$ cat src/rtl/riscv_lsu_pkg.sv
// Shared LSU definitions: access-size codes, FSM states, error codes and
// the bus-lane helpers used by the controller.
package riscv_lsu_pkg;

    localparam logic [2:0] LDST_B  = 3'd0;
    localparam logic [2:0] LDST_H  = 3'd1;
    localparam logic [2:0] LDST_W  = 3'd2;
    localparam logic [2:0] LDST_BU = 3'd4;
    localparam logic [2:0] LDST_HU = 3'd5;

    typedef enum logic [2:0] {
        S_IDLE,
        S_REQ,
        S_RSP,
        S_DONE,
        S_ERR
    } lsu_state_e;

    typedef enum logic [1:0] {
        ERR_MISALIGN = 2'd0,
        ERR_SIZE     = 2'd1,
        ERR_TIMEOUT  = 2'd2
    } lsu_err_e;

    function automatic logic size_legal(input logic [2:0] size);
        return size inside {LDST_B, LDST_H, LDST_W, LDST_BU, LDST_HU};
    endfunction

    function automatic logic misaligned(input logic [2:0] size, input logic [1:0] off);
        case (size)
            LDST_H, LDST_HU: return off[0];
            LDST_W:          return off != 2'b00;
            default:         return 1'b0;
        endcase
    endfunction

    function automatic logic [3:0] byte_en(input logic [2:0] size, input logic [1:0] off);
        case (size)
            LDST_B, LDST_BU: return 4'b0001 << off;
            LDST_H, LDST_HU: return 4'b0011 << off;
            default:         return 4'b1111;
        endcase
    endfunction

    // Replicate the store operand across every lane it could land in.
    function automatic logic [31:0] store_data(input logic [2:0] size, input logic [31:0] wd);
        case (size)
            LDST_B, LDST_BU: return {4{wd[7:0]}};
            LDST_H, LDST_HU: return {2{wd[15:0]}};
            default:         return wd;
        endcase
    endfunction

endpackage

$ cat src/rtl/riscv_lsu_rd_align.sv
// Load-data alignment: shifts the addressed lane down and sign/zero extends
// it according to the access size.
module riscv_lsu_rd_align
    import riscv_lsu_pkg::*;
(
    input  logic [31:0] mem_rd,
    input  logic [1:0]  addr,
    input  logic [2:0]  size,
    output logic [31:0] data
);

    logic [31:0] shifted;

    always_comb begin
        shifted = mem_rd >> {addr, 3'b000};
        case (size)
            LDST_B:  data = {{24{shifted[7]}}, shifted[7:0]};
            LDST_BU: data = {24'h000000, shifted[7:0]};
            LDST_H:  data = {{16{shifted[15]}}, shifted[15:0]};
            LDST_HU: data = {16'h0000, shifted[15:0]};
            default: data = shifted;
        endcase
    end

endmodule

$ cat src/rtl/riscv_lsu.sv
// Load-store unit controller: runs the req/gnt/rvalid data-bus handshake,
// stalls the core until completion and reports alignment/size/timeout errors.
module riscv_lsu
    import riscv_lsu_pkg::*;
#(
    parameter int unsigned TIMEOUT_CYCLES = 255,
    parameter int unsigned CNT_W          = 8
) (
    input  logic        clk_i,
    input  logic        rst_n_i,
    input  logic        core_req_i,
    input  logic        core_we_i,
    input  logic [2:0]  core_size_i,
    input  logic [31:0] core_addr_i,
    input  logic [31:0] core_wd_i,
    output logic [31:0] core_rd_o,
    output logic        core_stall_o,
    output logic        core_err_o,
    output logic [1:0]  core_err_code_o,
    output logic        mem_req_o,
    output logic        mem_we_o,
    output logic [3:0]  mem_be_o,
    output logic [31:0] mem_addr_o,
    output logic [31:0] mem_wd_o,
    input  logic        mem_gnt_i,
    input  logic        mem_rvalid_i,
    input  logic [31:0] mem_rd_i
);

    localparam logic [CNT_W-1:0] CNT_LAST =
        (TIMEOUT_CYCLES == 0) ? '0 : CNT_W'(TIMEOUT_CYCLES - 1);

    lsu_state_e       state;
    logic [CNT_W-1:0] cnt;
    logic [2:0]       size_q;
    logic [1:0]       off_q;
    logic [31:0]      rd_ext;
    logic             timeout_hit;

    riscv_lsu_rd_align u_rd_align (
        .mem_rd (mem_rd_i),
        .addr   (off_q),
        .size   (size_q),
        .data   (rd_ext)
    );

    // The counter holds the number of waiting cycles already spent, so the
    // abort fires on the TIMEOUT_CYCLES-th cycle without grant/response.
    assign timeout_hit = (TIMEOUT_CYCLES != 0) && (cnt == CNT_LAST);

    assign core_stall_o = (state == S_REQ) || (state == S_RSP) ||
                          ((state == S_IDLE) && core_req_i);

    always_ff @(posedge clk_i) begin
        if (!rst_n_i) begin
            state           <= S_IDLE;
            cnt             <= '0;
            size_q          <= '0;
            off_q           <= '0;
            core_rd_o       <= '0;
            core_err_o      <= 1'b0;
            core_err_code_o <= '0;
            mem_req_o       <= 1'b0;
            mem_we_o        <= 1'b0;
            mem_be_o        <= '0;
            mem_addr_o      <= '0;
            mem_wd_o        <= '0;
        end else begin
            core_err_o <= 1'b0;
            case (state)
                S_IDLE: begin
                    if (core_req_i) begin
                        if (!size_legal(core_size_i)) begin
                            state           <= S_ERR;
                            core_err_o      <= 1'b1;
                            core_err_code_o <= ERR_SIZE;
                        end else if (misaligned(core_size_i, core_addr_i[1:0])) begin
                            state           <= S_ERR;
                            core_err_o      <= 1'b1;
                            core_err_code_o <= ERR_MISALIGN;
                        end else begin
                            state      <= S_REQ;
                            cnt        <= '0;
                            size_q     <= core_size_i;
                            off_q      <= core_addr_i[1:0];
                            mem_req_o  <= 1'b1;
                            mem_we_o   <= core_we_i;
                            mem_be_o   <= byte_en(core_size_i, core_addr_i[1:0]);
                            mem_addr_o <= {core_addr_i[31:2], 2'b00};
                            mem_wd_o   <= store_data(core_size_i, core_wd_i);
                        end
                    end
                end
                S_REQ: begin
                    if (mem_gnt_i) begin
                        mem_req_o <= 1'b0;
                        cnt       <= '0;
                        if (mem_we_o) begin
                            state <= S_DONE;
                        end else if (mem_rvalid_i) begin
                            core_rd_o <= rd_ext;
                            state     <= S_DONE;
                        end else begin
                            state <= S_RSP;
                        end
                    end else if (timeout_hit) begin
                        mem_req_o       <= 1'b0;
                        state           <= S_ERR;
                        core_err_o      <= 1'b1;
                        core_err_code_o <= ERR_TIMEOUT;
                    end else begin
                        cnt <= cnt + 1'b1;
                    end
                end
                S_RSP: begin
                    if (mem_rvalid_i) begin
                        core_rd_o <= rd_ext;
                        state     <= S_DONE;
                    end else if (timeout_hit) begin
                        state           <= S_ERR;
                        core_err_o      <= 1'b1;
                        core_err_code_o <= ERR_TIMEOUT;
                    end else begin
                        cnt <= cnt + 1'b1;
                    end
                end
                S_DONE:  state <= S_IDLE;
                S_ERR:   state <= S_IDLE;
                default: state <= S_IDLE;
            endcase
        end
    end

endmodule

$ cat config.mk
export PLATFORM = sky130hd
export DESIGN_NAME = riscv_lsu
export DESIGN_NICKNAME = d
export VERILOG_FILES = /design/src/rtl/riscv_lsu_pkg.sv /design/src/rtl/riscv_lsu_rd_align.sv /design/src/rtl/riscv_lsu.sv
export SDC_FILE = /design/constraint.sdc
export NUM_CORES = 1
export LEC_CHECK = 0
export CORE_ASPECT_RATIO = 1.4
export CORE_UTILIZATION = 45
export DETAILED_ROUTE_END_ITERATION = 7
export GPL_ROUTABILITY_DRIVEN = 0
export GPL_TIMING_DRIVEN = 0
export PLACE_DENSITY = 0.88
export SLEW_MARGIN = 20
export SYNTH_ARGS = -nofsm -noshare
export SYNTH_HDL_FRONTEND = slang
export SYNTH_HIERARCHICAL = 1
export SYNTH_SLANG_ARGS = --single-unit
$ cat constraint.sdc
create_clock -name clk_i -period 2.55 [get_ports clk_i]
set_input_delay 0.765 -clock clk_i [delete_from_list [all_inputs] [get_ports clk_i]]
set_output_delay 0.765 -clock clk_i [all_outputs]
set_load 0.01 [all_outputs]
# Word level (Yosys, flattened, before mapping)
# Index checks and enable logic that the tools add are counted.
op_classes:
  add_sub_neg: 1
  multipliers: 0
  n_div: 0
  order_cmp: 0
  eq_ne: 19
  shifts: 3
  mux: 48
  n_bitwise: 1
  n_reduce_logical: 18
op_table:
  columns: ["cell", "n"]
  rows:
  - ["32-bit case mux with 2 select lines", 2]
  - ["32-bit case mux with 4 select lines", 1]
  - ["32-bit two-way mux", 3]
  - ["8-bit two-way mux", 6]
  - ["32-bit by 5-bit >> shifter with 32-bit output", 1]
  - ["8-bit case mux with 3 select lines", 1]
  - ["3-bit two-way mux", 6]
  - ["1-bit two-way mux", 17]
  - ["5-bit AND reduction", 3]
  - ["3-bit equality test, second input constant", 4]
  - ["2-bit two-way mux", 6]
  - ["2-bit != test, second input constant", 6]
  - ["3-bit by 1-bit equality test with 1-bit output, second input constant", 3]
  - ["3-bit zero test", 3]
  - ["3-bit case mux with 3 select lines", 1]
  - ["8-bit by 1-bit adder with 8-bit output, second input constant", 1]
  - ["8-bit equality test, second input constant", 1]
  - ["4-bit case mux with 2 select lines", 1]
  - ["3-bit by 2-bit equality test with 1-bit output, second input constant", 2]
  - ["2-bit case mux with 3 select lines", 1]
  - ["2-bit nonzero test", 3]
  - ["5-bit nonzero test", 1]
  - ["1-bit case mux with 2 select lines", 2]
  - ["4-bit AND reduction", 1]
  - ["other kinds (12)", 14]
word_totals:
  regBits: 119
  latchBits: 0
  ram_bits: 0
  mem_bits_ro: 0
  inputBits: 105
  output_inout_bits: 106
  wordCells: 102
  memories: 0

# Depth between registers and ports, before layout
depth:
  ltp_word: 11
  depth_mapped: 8
  mapped_depth_nobuf: 6

# Cells and area by module
# Netlist, hierarchy kept.
modules_own_cells:
  columns: ["mod", "n_inst", "cells_each", "area_per_inst_um2", "seq_area_each_um2"]
  rows:
  - ["riscv_lsu", 1, 609, 5192.5, 2382.3]
  - ["riscv_lsu_rd_align", 1, 107, 704.4, 0.0]

# Worst setup path after synthesis
# Ideal clock, no wire load.
synth_timing:
  kind: "in2reg"
  start: "input port mem_rvalid_i"
  end: "register cnt[0]"
  setup_time_ps: 75
  arrival_time_ps: 2010
  required_time_ps: 2475
  path_slack_ps: 465
  path_stages: 5
  n_path_buf: 1
  path_cell_list: "or4b_4 > and2_1 > buf_6 > a2111o_1 > o22ai_1"
synth_via:
  elab_chain_cells: 2
synth_rtl:
  columns: ["element", "line_no", "text"]
  rows:
  - ["from (decl)", "riscv_lsu.sv:26", "input logic mem_rvalid_i,"]
  - ["2-bit != test (no line)", null, null]
  - ["5-bit AND reduction (no line)", null, null]
  - ["to (signal assigned)", "riscv_lsu.sv:112", "cnt <= cnt + 1'b1;"]
  - ["to (signal assigned)", "riscv_lsu.sv:124", "cnt <= cnt + 1'b1;"]
  - ["to (decl)", "riscv_lsu.sv:34", "logic [CNT_W-1:0] cnt;"]
# Every way passes these cells.
# A chain may end at the register's enable or synchronous reset.

# Worst setup path after layout
layout_timing:
  start: "input port core_req_i"
  end: "output port core_stall_o"
layout_via:
  elab_chain_cells: 2
layout_rtl:
  columns: ["element", "line_no", "text"]
  rows:
  - ["from (decl)", "riscv_lsu.sv:11", "input logic core_req_i,"]
  - ["1-bit logical AND", "riscv_lsu.sv:52", "((state == S_IDLE) && core_req_i);"]
  - ["1-bit logical OR", "riscv_lsu.sv:51", "assign core_stall_o = (state == S_REQ) || (state == S_RSP) ||"]
  - ["to (decl)", "riscv_lsu.sv:17", "output logic core_stall_o,"]
# Every way passes these cells.

==> key figures <==
Synth
  • EDFF count, synth: 0
  • Synth Area in Adders: 0.424%
  • Simple-Gate Fraction of Synth Area: 20.5%
  • Synth unique cells: 62
  • Post-synth top flop: dfxtp_1
  • Syn Area/Cell: 8.24 um2
  • Mapped Cells: 716
  • Mux cell area share after synthesis: 6.32%
  • Synth Area in Compound Gates: 26.5%
  • Post-Syn Area: 5900 um2
  • Post-synthesis register bit count: 119
  • Register area share after synthesis: 40.4%
  • Ys Warns: 6
  • Main combinational cell family by area after synthesis: compound AO/OA/AOI/OAI gates
  • Xor and xnor area share after synthesis: 0.149%
  • Post-synth ARST share: 0%

Hold path
  • Min-Delay Path Class: register to register

Timing
  • Max Clk Rate: 404 MHz
  • Unrepaired setup endpoints after global routing: no
  • Tmin final: 2480 ps
  • Final worst path period share: 97.1%
  • Final Skew: 6.87 ps
  • Slew Viols, Final: 0
  • Relative slew slack: 47.7%
  • # setup viols final: 0
  • Slew at the pin with the worst max-slew slack: 784 ps
  • Hold Violations, Final: 0
  • Worst Hold Slack: 452 ps

Die
  • CORE AREA: 12,800 um2
  • FP Rows: 49
  • Initial Util: 46.0%
  • IO Count: 211
  • DIE WIDTH: 98.7 um
  • Die ar.: 13,600 um2
  • Die Y: 137 um

Power
  • PD cells: 630 nW/um2
  • Total power: 5.55 mW
  • Pleak: 3.29 nW
  • VDD IR max: 0.488 mV

Critical path
  • Max FO, Critical Path: 3
  • CP Launch Type: input port
  • Required @ worst endpoint: 1790 ps
  • Kind of cell adding the most delay to the critical path: buffers and inverters
  • Slowest stage cell, crit path: clkdlybuf4s50_1
  • Kind of critical path: input port to primary output
  • Worst path max stage delay: 520 ps
  • CP Data Arrival Time: 1710 ps
  • Buf+Inv Stages, Crit Path: 2
  • Critical Path End Type: primary output
  • Critical path cell sequence: clkdlybuf4s50_1 > nor3_2 > a211oi_2 > buf_2

Place
  • HPWL Detailed: 13.8 mm
  • Area after DPL: 8160 um2
  • Port bufs: 207

GRT
  • Initial antenna violation count: 0
  • Largest net degree at the start of global routing: 17
  • Vias in the first global route: 5,980
  • Global route overflow: 0
  • First-pass GRT wire length: 29.4 mm
  • GRT Overall Usage: 27.6%

Routing
  • Via Count: 6,218
  • DRC violation count after routing: 0
  • Routed length per instance: 17.1 um
  • Vias/cell: 5.61
  • Total wire length: 19.0 mm
  • First DRT Iteration DRCs: 396
  • DRT Pass-1 Iters: 5
  • Routed Antenna Nets: 0

Clocking
  • Clock transition at the registers of the reported paths: 60 ps
  • Root buffer cell: clkbuf_16
  • Clk sinks: 119
  • Clock buffer depth: 2
  • CTS Buf Count: 17
  • H-tree depth: 4
  • CTS tree: done
  • Worst-Skew Late Latency: 400 ps

Final layout
  • Cell area after layout: 8810 um2
  • Net count, final: 1,051
  • Diode count: 0
  • Most common library cell in the layout ignoring fill and taps: clkdlybuf4s50_1
  • Share of layout cells above drive strength 1: 8.79%
  • Area growth, synth to finish: 49.4%
  • Most frequent cells in the layout: clkdlybuf4s50_1, nand2_1, dfxtp_1
  • Fin util: 68.8%

Status
  • Outcome: finished, final reports clean

Job
  • Max-cap viol count: 0
-- metrics by stage --
step	TNS, ps	setup slack [ps]	cells
floorplan	0	465	717
global placement	-31490	-477	1077
detailed placement	-34840	-524	1077
CTS	0	49.2	1108
global route	0	20.9	1109
finish	0	73.3	1109
-- worst min-delay path, stage by stage (launching register included) --
cell and delay, ps:
dfxtp_1 310, nand2_1 50, a21oi_1 50
-- sequential cells by signal, indices dropped and copies added, names as in the netlist --
| register | flops |
|---|---|
| core_err_code_o | 2 |
| mem_we_o | 1 |
| core_rd_o | 32 |
| core_err_o | 1 |
| state | 3 |
| size_q | 3 |
| mem_wd_o | 32 |
| mem_addr_o | 30 |
| mem_req_o | 1 |
| cnt | 8 |
| off_q | 2 |
| mem_be_o | 4 |
-- layer usage --
layer / wire [um] / track usage (%) / vias to the layer above / part of all wire [%]
met4: 751 / 15.0 / 0 / 3.9
met5: 0 / 0 / - / 0
li1: - / - / 2983 / -
met1: 7070 / 29.3 / 2870 / 37
met3: 1440 / 7.86 / 58 / 7.6
met2: 9760 / 49.5 / 307 / 51
-- Yosys cell counts (3+ instances only) --
cell type | number | area share [%]
a211oi_1 | 23 | 2.9
a21boi_0 | 32 | 4.1
a21oi_1 | 65 | 5.5
a22oi_1 | 6 | 0.76
a311oi_1 | 9 | 1.3
and3_1 | 32 | 3.4
buf_1 | 3 | 0.19
buf_2 | 18 | 1.5
buf_4 | 6 | 0.76
buf_6 | 3 | 0.57
clkbuf_1 | 32 | 2.0
dfxtp_1 | 119 | 40
inv_1 | 7 | 0.45
mux2i_1 | 35 | 5.9
nand2_1 | 137 | 8.7
nand2b_1 | 4 | 0.42
nand3_1 | 3 | 0.25
nor2_1 | 49 | 3.1
nor2b_1 | 8 | 0.85
nor3_1 | 7 | 0.59
nor3b_1 | 3 | 0.38
o211ai_1 | 11 | 1.4
o21a_1 | 35 | 4.5
o21ai_0 | 18 | 1.5
o21ai_2 | 3 | 0.45
o22ai_1 | 5 | 0.53
-- worst paths after layout --
path / cells after the start / to / start / slack [ps]
min: 2 / mem_addr_o[5] / mem_addr_o[5] / 450
max reg2reg: 5 / core_rd_o[2] / state[1] / 400
max: 4 / core_stall_o / core_req_i / 70
min reg2reg: 2 / mem_addr_o[5] / mem_addr_o[5] / 450
-- where the power goes --
part | internal (mW) | switching [mW] | leakage (nW)
clock | 1.64 | 0.897 | 0.296
sequential | 1.95 | 0.0510 | 0.967
combinational | 0.500 | 0.510 | 2.03
total | 4.09 | 1.46 | 3.29
-- logic make-up after synthesis --
group                    after synthesis
AO/OA/AOI/OAI                        228
XOR/XNOR                               1
adder cells (fa/ha/maj)                2
buffers and inverters                 71
flip-flops                           119
multiplexers                          36
other                                  1
AND/OR/NAND/NOR                      258
-- area by class of cell --
type / instances / area, um2
plain buffers: 62 / 300
clock buffers: 17 / 425
clock inverters: 14 / 200
fillers: 1017 / 4000
inverters: 9 / 33.8
multi-input cells: 527 / 3200
flip-flops and latches: 119 / 2380
well taps: 153 / 191
repair buffers: 208 / 2070
-- what timing repair did --
item	4_1_cts	5_1_grt
buffers inserted	0	1
pin swaps	1	1
hold buffers	0	0
endpoints found under the setup margin	51	34
resized for setup	6	2
gates cloned	0	0
hold endpoints to repair	0	0
Note: power is estimated with default switching activity, not from simulation.
